## config.mk

```make
export PLATFORM = sky130hd
export DESIGN_NAME = wb_g18_arb_flat
export DESIGN_NICKNAME = d
export VERILOG_FILES = /design/src/rtl/wb_g18_pkg.sv /design/src/rtl/wb_g18_arb_if.sv /design/src/rtl/wb_g18_wdt.sv /design/src/rtl/wb_g18_arb.sv /design/src/flat_wrapper.sv
export SDC_FILE = /design/constraint.sdc
export NUM_CORES = 1
export LEC_CHECK = 0
export BUFFER_PORTS_ARGS = -buffer_cell sky130_fd_sc_hd__buf_2
export CORE_AREA = 2 2 127 129
export CTS_CLUSTER_DIAMETER = 80
export DETAILED_ROUTE_END_ITERATION = 6
export DIE_AREA = 0 0 129 131
export PLACE_DENSITY = 0.49
export RECOVER_POWER = 25
export SYNTH_ARGS = -nofsm -noshare
export SYNTH_HDL_FRONTEND = slang
export SYNTH_SLANG_ARGS = --single-unit
```

## constraint.sdc

```tcl
create_clock -name wb_clk_i -period 3.1 [get_ports wb_clk_i]
set_input_delay 0.62 -clock wb_clk_i [delete_from_list [all_inputs] [get_ports wb_clk_i]]
set_output_delay 0.62 -clock wb_clk_i [all_outputs]
set_load 0.01 [all_outputs]
```

## src/rtl/wb_g18_pkg.sv

```systemverilog
// Shared types and constants for the wb_g18 flash-read arbiter.
package wb_g18_pkg;

   typedef enum logic [1:0] {
      ST_IDLE = 2'd0,
      ST_BUSY = 2'd1,
      ST_ERR  = 2'd2
   } arb_state_t;

   localparam int unsigned TIMEOUT_CYCLES_DEF = 32'd64;

   function automatic logic timeout_in_range(input int unsigned cycles);
      return (cycles >= 32'd2) && (cycles <= 32'd255);
   endfunction

endpackage

```

## src/rtl/wb_g18_arb_if.sv

```systemverilog
// One Wishbone classic link; master drives the request, slave the termination.
interface wb_g18_arb_if #(
   parameter int unsigned wb_dw = 32,
   parameter int unsigned wb_aw = 32
);
   logic [wb_aw-1:0] adr;
   logic [wb_dw-1:0] dat_w;
   logic [wb_dw-1:0] dat_r;
   logic [3:0]       sel;
   logic             we;
   logic [1:0]       bte;
   logic [2:0]       cti;
   logic             cyc;
   logic             stb;
   logic             ack;
   logic             err;

   modport master (output adr, dat_w, sel, we, bte, cti, cyc, stb,
                   input  ack, err, dat_r);
   modport slave  (input  adr, dat_w, sel, we, bte, cti, cyc, stb,
                   output ack, err, dat_r);
endinterface

```

## src/rtl/wb_g18_wdt.sv

```systemverilog
// Slave-ack watchdog: counts BUSY cycles, flags the last permitted one.
module wb_g18_wdt
   import wb_g18_pkg::*;
#(
   parameter int unsigned timeout_cycles = TIMEOUT_CYCLES_DEF
) (
   input  logic wb_clk_i,
   input  logic wb_rstn_i,
   input  logic clear,
   input  logic enable,
   output logic expired
);
   localparam logic [7:0] LAST = 8'(timeout_cycles - 32'd1);

   logic [7:0] count_r;

   // clear on BUSY entry has priority over counting
   always_ff @(posedge wb_clk_i) begin
      if (!wb_rstn_i) begin
         count_r <= 8'd0;
      end else if (clear) begin
         count_r <= 8'd0;
      end else if (enable) begin
         count_r <= count_r + 8'd1;
      end else begin
         count_r <= count_r;
      end
   end

   assign expired = (count_r == LAST);
endmodule

```

## src/rtl/wb_g18_arb.sv

```systemverilog
// Two-master round-robin arbiter in front of a read-only flash slave.
// Define WB_G18_ARB_TIMEOUT_EN to return err when the slave never terminates.
module wb_g18_arb
   import wb_g18_pkg::*;
#(
   parameter int unsigned wb_dw          = 32,
   parameter int unsigned wb_aw          = 32,
   parameter int unsigned timeout_cycles = TIMEOUT_CYCLES_DEF
) (
   input logic           wb_clk_i,
   input logic           wb_rstn_i,
   wb_g18_arb_if.slave   m0,
   wb_g18_arb_if.slave   m1,
   wb_g18_arb_if.master  s
);
   if (!timeout_in_range(timeout_cycles)) begin : g_bad_timeout
      $error("wb_g18_arb: timeout_cycles must be within 2..255");
   end

   arb_state_t       state_r, state_nxt_s;
   logic             owner_r, rr_ptr_r;
   logic             req0_s, req1_s, any_req_s, grant_s, grant_we_s;
   logic             own_req_s, expired_s, fwd_s;
   logic             ack0_s, ack1_s, err0_s, err1_s;
   logic [wb_aw-1:0] own_adr_s;
   logic [wb_dw-1:0] own_dat_s;

   assign req0_s     = m0.cyc & m0.stb;
   assign req1_s     = m1.cyc & m1.stb;
   assign any_req_s  = req0_s | req1_s;
   assign grant_we_s = grant_s ? m1.we : m0.we;
   assign own_req_s  = owner_r ? req1_s : req0_s;

   // pick the winner; a tie goes to the master favoured by rr_ptr
   always_comb begin
      grant_s = 1'b0;
      if (req0_s && req1_s) begin
         grant_s = rr_ptr_r;
      end else if (req1_s) begin
         grant_s = 1'b1;
      end else begin
         grant_s = 1'b0;
      end
   end

`ifdef WB_G18_ARB_TIMEOUT_EN
   logic busy_entry_s;
   assign busy_entry_s = (state_r == ST_IDLE) && (state_nxt_s == ST_BUSY);

   wb_g18_wdt #(.timeout_cycles(timeout_cycles)) u_wdt (
      .wb_clk_i (wb_clk_i),
      .wb_rstn_i(wb_rstn_i),
      .clear    (busy_entry_s),
      .enable   (state_r == ST_BUSY),
      .expired  (expired_s)
   );
`else
   assign expired_s = 1'b0;
`endif

   // state, owner and round-robin pointer registers
   always_ff @(posedge wb_clk_i) begin
      if (!wb_rstn_i) begin
         state_r  <= ST_IDLE;
         owner_r  <= 1'b0;
         rr_ptr_r <= 1'b0;
      end else begin
         state_r <= state_nxt_s;
         if ((state_r == ST_IDLE) && any_req_s) begin
            owner_r  <= grant_s;
            rr_ptr_r <= ~grant_s;
         end else begin
            owner_r  <= owner_r;
            rr_ptr_r <= rr_ptr_r;
         end
      end
   end

   // next-state: writes are refused via ERR, abandoned cycles go straight back to IDLE
   always_comb begin
      state_nxt_s = state_r;
      case (state_r)
         ST_IDLE: begin
            if (any_req_s) begin
               state_nxt_s = grant_we_s ? ST_ERR : ST_BUSY;
            end else begin
               state_nxt_s = ST_IDLE;
            end
         end
         ST_BUSY: begin
            if (!own_req_s || s.ack || s.err) begin
               state_nxt_s = ST_IDLE;
            end else if (expired_s) begin
               state_nxt_s = ST_ERR;
            end else begin
               state_nxt_s = ST_BUSY;
            end
         end
         ST_ERR:  state_nxt_s = ST_IDLE;
         default: state_nxt_s = ST_IDLE;
      endcase
   end

   // terminations reach only the owner; err wins if the slave raises both
   always_comb begin
      fwd_s  = wb_rstn_i & (state_r == ST_BUSY) & own_req_s;
      ack0_s = fwd_s & ~owner_r & s.ack & ~s.err;
      ack1_s = fwd_s &  owner_r & s.ack & ~s.err;
      err0_s = ~owner_r & ((fwd_s & s.err) | (wb_rstn_i & (state_r == ST_ERR)));
      err1_s =  owner_r & ((fwd_s & s.err) | (wb_rstn_i & (state_r == ST_ERR)));
   end

   assign own_adr_s = owner_r ? m1.adr   : m0.adr;
   assign own_dat_s = owner_r ? m1.dat_w : m0.dat_w;

   assign s.adr   = own_adr_s;
   assign s.dat_w = own_dat_s;
   assign s.sel   = owner_r ? m1.sel : m0.sel;
   assign s.we    = owner_r ? m1.we  : m0.we;
   assign s.bte   = owner_r ? m1.bte : m0.bte;
   assign s.cti   = owner_r ? m1.cti : m0.cti;
   assign s.cyc   = fwd_s;
   assign s.stb   = fwd_s;

   assign m0.ack   = ack0_s;
   assign m0.err   = err0_s;
   assign m1.ack   = ack1_s;
   assign m1.err   = err1_s;
   assign m0.dat_r = s.dat_r;
   assign m1.dat_r = s.dat_r;
endmodule

```

## src/flat_wrapper.sv

```systemverilog
// flat-port wrapper written by rule: the top's interface ports become plain ports
module wb_g18_arb_flat import wb_g18_pkg::*;
#(
   parameter int unsigned wb_dw          = 32,
   parameter int unsigned wb_aw          = 32,
   parameter int unsigned timeout_cycles = TIMEOUT_CYCLES_DEF
)
  (wb_clk_i, wb_rstn_i, m0_adr, m0_dat_w, m0_sel, m0_we, m0_bte, m0_cti, m0_cyc, m0_stb, m0_ack, m0_err, m0_dat_r, m1_adr, m1_dat_w, m1_sel, m1_we, m1_bte, m1_cti, m1_cyc, m1_stb, m1_ack, m1_err, m1_dat_r, s_adr, s_dat_w, s_sel, s_we, s_bte, s_cti, s_cyc, s_stb, s_ack, s_err, s_dat_r);
  wb_g18_arb_if #(.wb_dw(wb_dw), .wb_aw(wb_aw)) m0_i ();
  wb_g18_arb_if #(.wb_dw(wb_dw), .wb_aw(wb_aw)) m1_i ();
  wb_g18_arb_if #(.wb_dw(wb_dw), .wb_aw(wb_aw)) s_i ();
  input logic wb_clk_i;
  input logic wb_rstn_i;
  input wire logic [$bits(m0_i.adr)-1:0] m0_adr;
  input wire logic [$bits(m0_i.dat_w)-1:0] m0_dat_w;
  input wire logic [$bits(m0_i.sel)-1:0] m0_sel;
  input wire logic [$bits(m0_i.we)-1:0] m0_we;
  input wire logic [$bits(m0_i.bte)-1:0] m0_bte;
  input wire logic [$bits(m0_i.cti)-1:0] m0_cti;
  input wire logic [$bits(m0_i.cyc)-1:0] m0_cyc;
  input wire logic [$bits(m0_i.stb)-1:0] m0_stb;
  output wire logic [$bits(m0_i.ack)-1:0] m0_ack;
  output wire logic [$bits(m0_i.err)-1:0] m0_err;
  output wire logic [$bits(m0_i.dat_r)-1:0] m0_dat_r;
  input wire logic [$bits(m1_i.adr)-1:0] m1_adr;
  input wire logic [$bits(m1_i.dat_w)-1:0] m1_dat_w;
  input wire logic [$bits(m1_i.sel)-1:0] m1_sel;
  input wire logic [$bits(m1_i.we)-1:0] m1_we;
  input wire logic [$bits(m1_i.bte)-1:0] m1_bte;
  input wire logic [$bits(m1_i.cti)-1:0] m1_cti;
  input wire logic [$bits(m1_i.cyc)-1:0] m1_cyc;
  input wire logic [$bits(m1_i.stb)-1:0] m1_stb;
  output wire logic [$bits(m1_i.ack)-1:0] m1_ack;
  output wire logic [$bits(m1_i.err)-1:0] m1_err;
  output wire logic [$bits(m1_i.dat_r)-1:0] m1_dat_r;
  output wire logic [$bits(s_i.adr)-1:0] s_adr;
  output wire logic [$bits(s_i.dat_w)-1:0] s_dat_w;
  output wire logic [$bits(s_i.sel)-1:0] s_sel;
  output wire logic [$bits(s_i.we)-1:0] s_we;
  output wire logic [$bits(s_i.bte)-1:0] s_bte;
  output wire logic [$bits(s_i.cti)-1:0] s_cti;
  output wire logic [$bits(s_i.cyc)-1:0] s_cyc;
  output wire logic [$bits(s_i.stb)-1:0] s_stb;
  input wire logic [$bits(s_i.ack)-1:0] s_ack;
  input wire logic [$bits(s_i.err)-1:0] s_err;
  input wire logic [$bits(s_i.dat_r)-1:0] s_dat_r;
  assign m0_i.adr = m0_adr;
  assign m0_i.dat_w = m0_dat_w;
  assign m0_i.sel = m0_sel;
  assign m0_i.we = m0_we;
  assign m0_i.bte = m0_bte;
  assign m0_i.cti = m0_cti;
  assign m0_i.cyc = m0_cyc;
  assign m0_i.stb = m0_stb;
  assign m0_ack = m0_i.ack;
  assign m0_err = m0_i.err;
  assign m0_dat_r = m0_i.dat_r;
  assign m1_i.adr = m1_adr;
  assign m1_i.dat_w = m1_dat_w;
  assign m1_i.sel = m1_sel;
  assign m1_i.we = m1_we;
  assign m1_i.bte = m1_bte;
  assign m1_i.cti = m1_cti;
  assign m1_i.cyc = m1_cyc;
  assign m1_i.stb = m1_stb;
  assign m1_ack = m1_i.ack;
  assign m1_err = m1_i.err;
  assign m1_dat_r = m1_i.dat_r;
  assign s_adr = s_i.adr;
  assign s_dat_w = s_i.dat_w;
  assign s_sel = s_i.sel;
  assign s_we = s_i.we;
  assign s_bte = s_i.bte;
  assign s_cti = s_i.cti;
  assign s_cyc = s_i.cyc;
  assign s_stb = s_i.stb;
  assign s_i.ack = s_ack;
  assign s_i.err = s_err;
  assign s_i.dat_r = s_dat_r;
  wb_g18_arb #(.wb_dw(wb_dw), .wb_aw(wb_aw), .timeout_cycles(timeout_cycles)) u_core (.wb_clk_i(wb_clk_i), .wb_rstn_i(wb_rstn_i), .m0(m0_i), .m1(m1_i), .s(s_i));
endmodule
```

==> flow_metrics.tcl, run 1 <==
set metrics [dict create \
    core_area_um2 15600 \
    cts_resized 0 \
    arrival_ns 1.61 \
    p_leak_nw 1.377 \
    max_slew_margin 0.6570 \
    required_ns 2.48 \
    fin_ws_ns 0.8669 \
    cpPeakStageDelay_ns 0.43 \
    skew_ns 0.002752 \
    syn-num-nets 367 \
    synth_area_leader_cell "mux2_2" \
    drive_above_1_share 0.9277 \
    yosysUniqueCellTypes 22 \
    maxCapViolCount 0 \
    first_global_vias 1741 \
    status "finished clean" \
    fin_hold_ws_ns 0.5363 \
    dp_hpwl_um 6147 \
    port_buffers 235 \
    synth_common_cells "75 x mux2_2, 66 x buf_4, 7 x buf_2, 4 x dfxtp_1, 4 x nand2_1" \
    pre_cts_ws_ns 0.9053 \
    synthToLayoutAreaGrowth_pct 60.09 \
    first_pass_iters 4 \
    synth_area_per_cell_um2 9.318 \
    cpLargestDelayFamily "buffers and inverters" \
    yosysMostFrequentCell "mux2_2" \
    critPathLaunchType "flip-flop" \
    hold_buffers 0 \
    rsz0062_at_grt "no" \
    seq_area_frac_synth 0.04801 \
    power_density_nw_per_um2 219.6 \
    totalNegativeSetupSlack_ns 0 \
    ant_nets 0 \
    first_iter_violations 57 \
    hp-class "flip-flop to flip-flop" \
    ios 332 \
    path_cells "buf_4 > mux2_2 > buf_2" \
    setup_viol 0 \
    synthFlopType "dfxtp_1" \
    crit_path_max_fanout 39 \
    slowest_stage "buf_4" \
    grt_usage 0.06798 \
    drc_errors 0 \
    root_buffer "clkbuf_16" \
    cts_buffers 3 \
    wirelength_um 6849 \
    cts_tree "yes" \
    dp_cells 558 \
    grt_max_degree 40 \
    netlist_area_um2 1668 \
    max_freq_mhz 447.8 \
    clockBufferDepth 2 \
    dieHeight_um 131 \
    synthCells 179 \
    tightest_slew_ns 0.5145 \
    drv_slew 0 \
    yosysWarnings 0 \
    antenna_found_initial 0 \
    die_area_um2 16900 \
    path_class "flip-flop to output port" \
    hold_viol 0 \
    path_buf_inv 2 \
    post-route-period-util 0.7204 \
    clock_latency_ns 0.22 \
    ys_ff_latch 4 \
    cts_setup_buffers 0 \
    via_per_inst 3.336 \
    async_reset_ff_frac 0 \
    grt_overflow 0 \
    period_needed_ns 2.233 \
    cp-end-kind "output port" \
    fin_cells 562 \
    num_vias 1875 \
    fp.dieW_um 129 \
    num_rows 46 \
    htree_levels 1 \
    wl_per_cell_um 12.19 \
    fin_nets 535 \
    cts_sinks 4 \
    synth_top_area_share 0.5064 \
    diodes 0 \
    ys_top_cells_by_area "mux2_2 51%, buf_4 30%, dfxtp_1 4.8%, buf_2 2.1%, nor4bb_4 1.5%" \
    grt_pass1_wl_um 8852 \
    gp_congestion 0.7587 \
    vdd_drop_max_v 0.0001421 \
    synth-edff-count 0 \
    path_clk_slew_ns 0.03 \
    initial_core_util 0.1069 \
]
==> where the power goes <==
part / internal, mW / total [mW] / switching (mW)
logic: 0.183 / 0.322 / 0.139
clock network: 0.170 / 0.206 / 0.0364
registers: 0.0547 / 0.0583 / 0.00359
total: 0.408 / 0.586 / 0.179
==> final timing paths <==
check                                startpoint         endpoint  slack (ns)  cells past startpoint
worst min register to register  u_core.rr_ptr_r  u_core.rr_ptr_r        0.54                      2
worst min-delay path            u_core.rr_ptr_r  u_core.rr_ptr_r        0.54                      2
worst max register to register   u_core.owner_r   u_core.owner_r        1.93                      3
worst max-delay path             u_core.owner_r      s_dat_w[25]        0.87                      3
==> routing by layer <==
layer  track usage  share of wire
met1       0.07818           0.38
met2        0.1261           0.50
met3       0.01425          0.097
met4       0.02110          0.023
met5             0              0
==> worst reg2reg max path: cells and delay by family (launching register included) <==
kind	cells	cell delay, ns
AO/OA/AOI/OAI	1	0.11
AND/OR/NAND/NOR	1	0.20
buffers and inverters	1	0.43
flip-flops	1	0.37
==> per-stage QoR <==
step | util | area, µm² | power [mW]
floorplan | - | 1668 | 0.2904
CTS | 0.1712 | 2670 | 0.5946
global route | 0.1712 | 2670 | 0.6266
detailed placement | 0.1661 | 2591 | 0.3857
global placement | 0.1661 | 2591 | 0.3843
finish | 0.1712 | 2670 | 0.5864
==> cells in the final DEF (no fill, tap or decap) <==
| cell type | count |
|---|---|
| o21ai_0 | 1 |
| nor2b_1 | 2 |
| o22ai_1 | 2 |
| o21a_1 | 1 |
| a2111oi_2 | 1 |
| nor4b_2 | 1 |
| a211oi_1 | 1 |
| dfxtp_1 | 3 |
| o21ai_2 | 1 |
| clkbuf_1 | 1 |
| buf_2 | 235 |
| and3b_1 | 2 |
| dfxtp_4 | 1 |
| o21bai_1 | 1 |
| nand3_1 | 1 |
| and3_1 | 2 |
| inv_1 | 2 |
| buf_4 | 2 |
| nor4bb_4 | 1 |
| nor2_1 | 2 |
| mux2_2 | 75 |
| nand3b_4 | 1 |
| nand2_1 | 4 |
| clkbuf_16 | 3 |
==> cells by family after synthesis <==
| logic type | count (synthesis) | synth area share |
|---|---|---|
| AND/OR/NAND/NOR | 16 | 0.07801 |
| flip-flops | 4 | 0.04801 |
| buffers and inverters | 76 | 0.3293 |
| multiplexers | 75 | 0.5064 |
| AO/OA/AOI/OAI | 8 | 0.03826 |
==> state kept, by name (all words and copies together) (netlist names) <==
name,flops
u_core.owner_r,1
u_core.rr_ptr_r,1
u_core.state_r,2
==> area by class of cell <==
type | instances | area (µm²)
fillers | 1771 | 12930
repair buffers | 237 | 1191
multi-input cells | 99 | 1039
well taps | 216 | 270.3
flip-flops and latches | 4 | 83.83
clock buffers | 4 | 78.83
inverters | 2 | 7.507
(Power assumes the default switching activity.)
==> inputs of run 2 (changes only) <==
- CORE_AREA: 2 2 127 129 -> 2 2 128 130
- DIE_AREA: 0 0 129 131 -> 0 0 130 132
- clock period: 3.1 -> 2.2 ns (I/O delays scaled with it)
==> run 2 against run 1 <==
  * Count of clock-buffer cells in the layout is the same
  * Register-to-register slack got worse by 0.88 ns
  * Via count shrank 0.32%
  * Core utilization about the same
  * Sequential share of layout area barely moved
  * Sequential power rose by 40%
  * Cell count unchanged
  * Power increased by 41%
  * Combinational power is 39% higher
  * Flip-flop and latch count did not move
  * Worst setup slack worse by 0.69 ns
  * Critical path type unchanged
  * Largest cell class unchanged
==> flow_metrics.tcl, run 2 (synthesized netlist as in run 1, its figures left out) <==
set metrics [dict create \
    status "finished clean" \
    wirelength_um 6753 \
    cp-end-kind "output port" \
    htree_levels 1 \
    required_ns 1.76 \
    num_rows 46 \
    fp.dieW_um 130 \
    fin_ws_ns 0.1813 \
    hp-class "flip-flop to flip-flop" \
    r2r-start "u_core.rr_ptr_r" \
    top_regs "u_core.state_r x2, u_core.owner_r x1, u_core.rr_ptr_r x1" \
    initial_core_util 0.1061 \
    cts_buffers 3 \
    power_density_nw_per_um2 307.2 \
    cts_sinks 4 \
    largest_reg_flops 2 \
    top_register "u_core.state_r" \
    dieHeight_um 132 \
    placed_cell_area_um2 2604 \
    p_leak_nw 1.380 \
    final_area_um2 2683 \
    drc_errors 0 \
    path_clk_slew_ns 0.03 \
    die_area_um2 17160 \
    fin_nets 535 \
    cts_tree "yes" \
    arrival_ns 1.58 \
    grt_usage 0.06687 \
    wl_per_cell_um 12.02 \
    ios 332 \
    final_util 0.1707 \
    hold_buffers 0 \
    r2r_end "u_core.state_r[1]" \
    dp_hpwl_um 6048 \
    drv_slew 0 \
    vdd_drop_max_v 0.0002036 \
    first_pass_iters 4 \
    path_class "flip-flop to output port" \
    rsz0062_at_grt "no" \
    grt_max_degree 41 \
    drive_above_1_share 0.9277 \
    ant_nets 0 \
    core_area_um2 15710 \
    num_vias 1869 \
    final_cell_mix "235 x buf_2, 75 x mux2_2, 4 x nand2_1" \
    final_common_cell "buf_2" \
    maxCapViolCount 0 \
    path_cells "buf_4 > mux2_2 > buf_2" \
    antenna_found_initial 0 \
    crit_path_max_fanout 39 \
    cts_resized 0 \
    synthToLayoutAreaGrowth_pct 60.84 \
    crit_start "u_core.owner_r" \
    hold_viol 0 \
    finalPower_mw 0.8241 \
    r2r_cells 3 \
    post-route-period-util 0.9176 \
    skew_ns 0.004667 \
    pre_cts_ws_ns 0.3093 \
    via_per_inst 3.326 \
    critPathLaunchType "flip-flop" \
    gp_congestion 0.7514 \
    period_needed_ns 2.019 \
    cts_setup_buffers 0 \
    fin_cells 562 \
    slowest_stage "buf_4" \
    min_from "u_core.rr_ptr_r" \
    port_buffers 235 \
    crit_end "s_dat_w[11]" \
    max_slew_margin 0.6677 \
    setup_viol 0 \
    max_freq_mhz 495.4 \
    totalNegativeSetupSlack_ns 0 \
    dp_cells 558 \
    root_buffer "clkbuf_16" \
    fin_hold_ws_ns 0.5155 \
    ff2ff_setup_slack_ns 1.05 \
    clock_latency_ns 0.23 \
    diodes 0 \
    tightest_slew_ns 0.4985 \
    first_iter_violations 37 \
    clockBufferDepth 2 \
    cpPeakStageDelay_ns 0.42 \
    grt_pass1_wl_um 8907 \
    first_global_vias 1837 \
    grt_overflow 0 \
]
run 2: cell types whose count changed in the layout (fill, tap and decap cells not counted):
cell | previous run | this run
buf_12 | 0 | 1
buf_4 | 2 | 1
run 2: worst min path at each step:
stage | depth (start not counted) | slack (ns) | to
CTS | 2 | 0.52 | u_core.rr_ptr_r
finish | 2 | 0.52 | u_core.rr_ptr_r
global placement | 2 | 0.52 | u_core.rr_ptr_r
global route | 2 | 0.54 | u_core.rr_ptr_r
detailed placement | 2 | 0.51 | u_core.rr_ptr_r
floorplan | 2 | 0.48 | u_core.rr_ptr_r
run 2: layout make-up:
type                       count  area (µm²)
clock buffer                   4       78.83
fill                        1805       13030
inverter                       2       7.507
multi-input combinational     99        1039
sequential                     4       83.83
tap                          216       270.3
timing repair buffer         237        1204
run 2: report_power, final:
group | internal (mW) | switching [mW]
registers | 0.0771 | 0.00449
clock network | 0.240 | 0.0537
logic | 0.260 | 0.189
total | 0.577 | 0.247
run 2: worst max-delay path: cells and delay by family, from the launching register on:
kind	cells	cell delay (ns)
multiplexers	1	0.40
buffers and inverters	2	0.56
flip-flops	1	0.36
run 2: per-layer routing:
metal	part of all wire	wire (µm)	track usage
met1	0.37	2479	0.06794
met2	0.50	3392	0.1321
met3	0.10	690	0.01177
met4	0.028	190	0.02509
met5	0	0	0
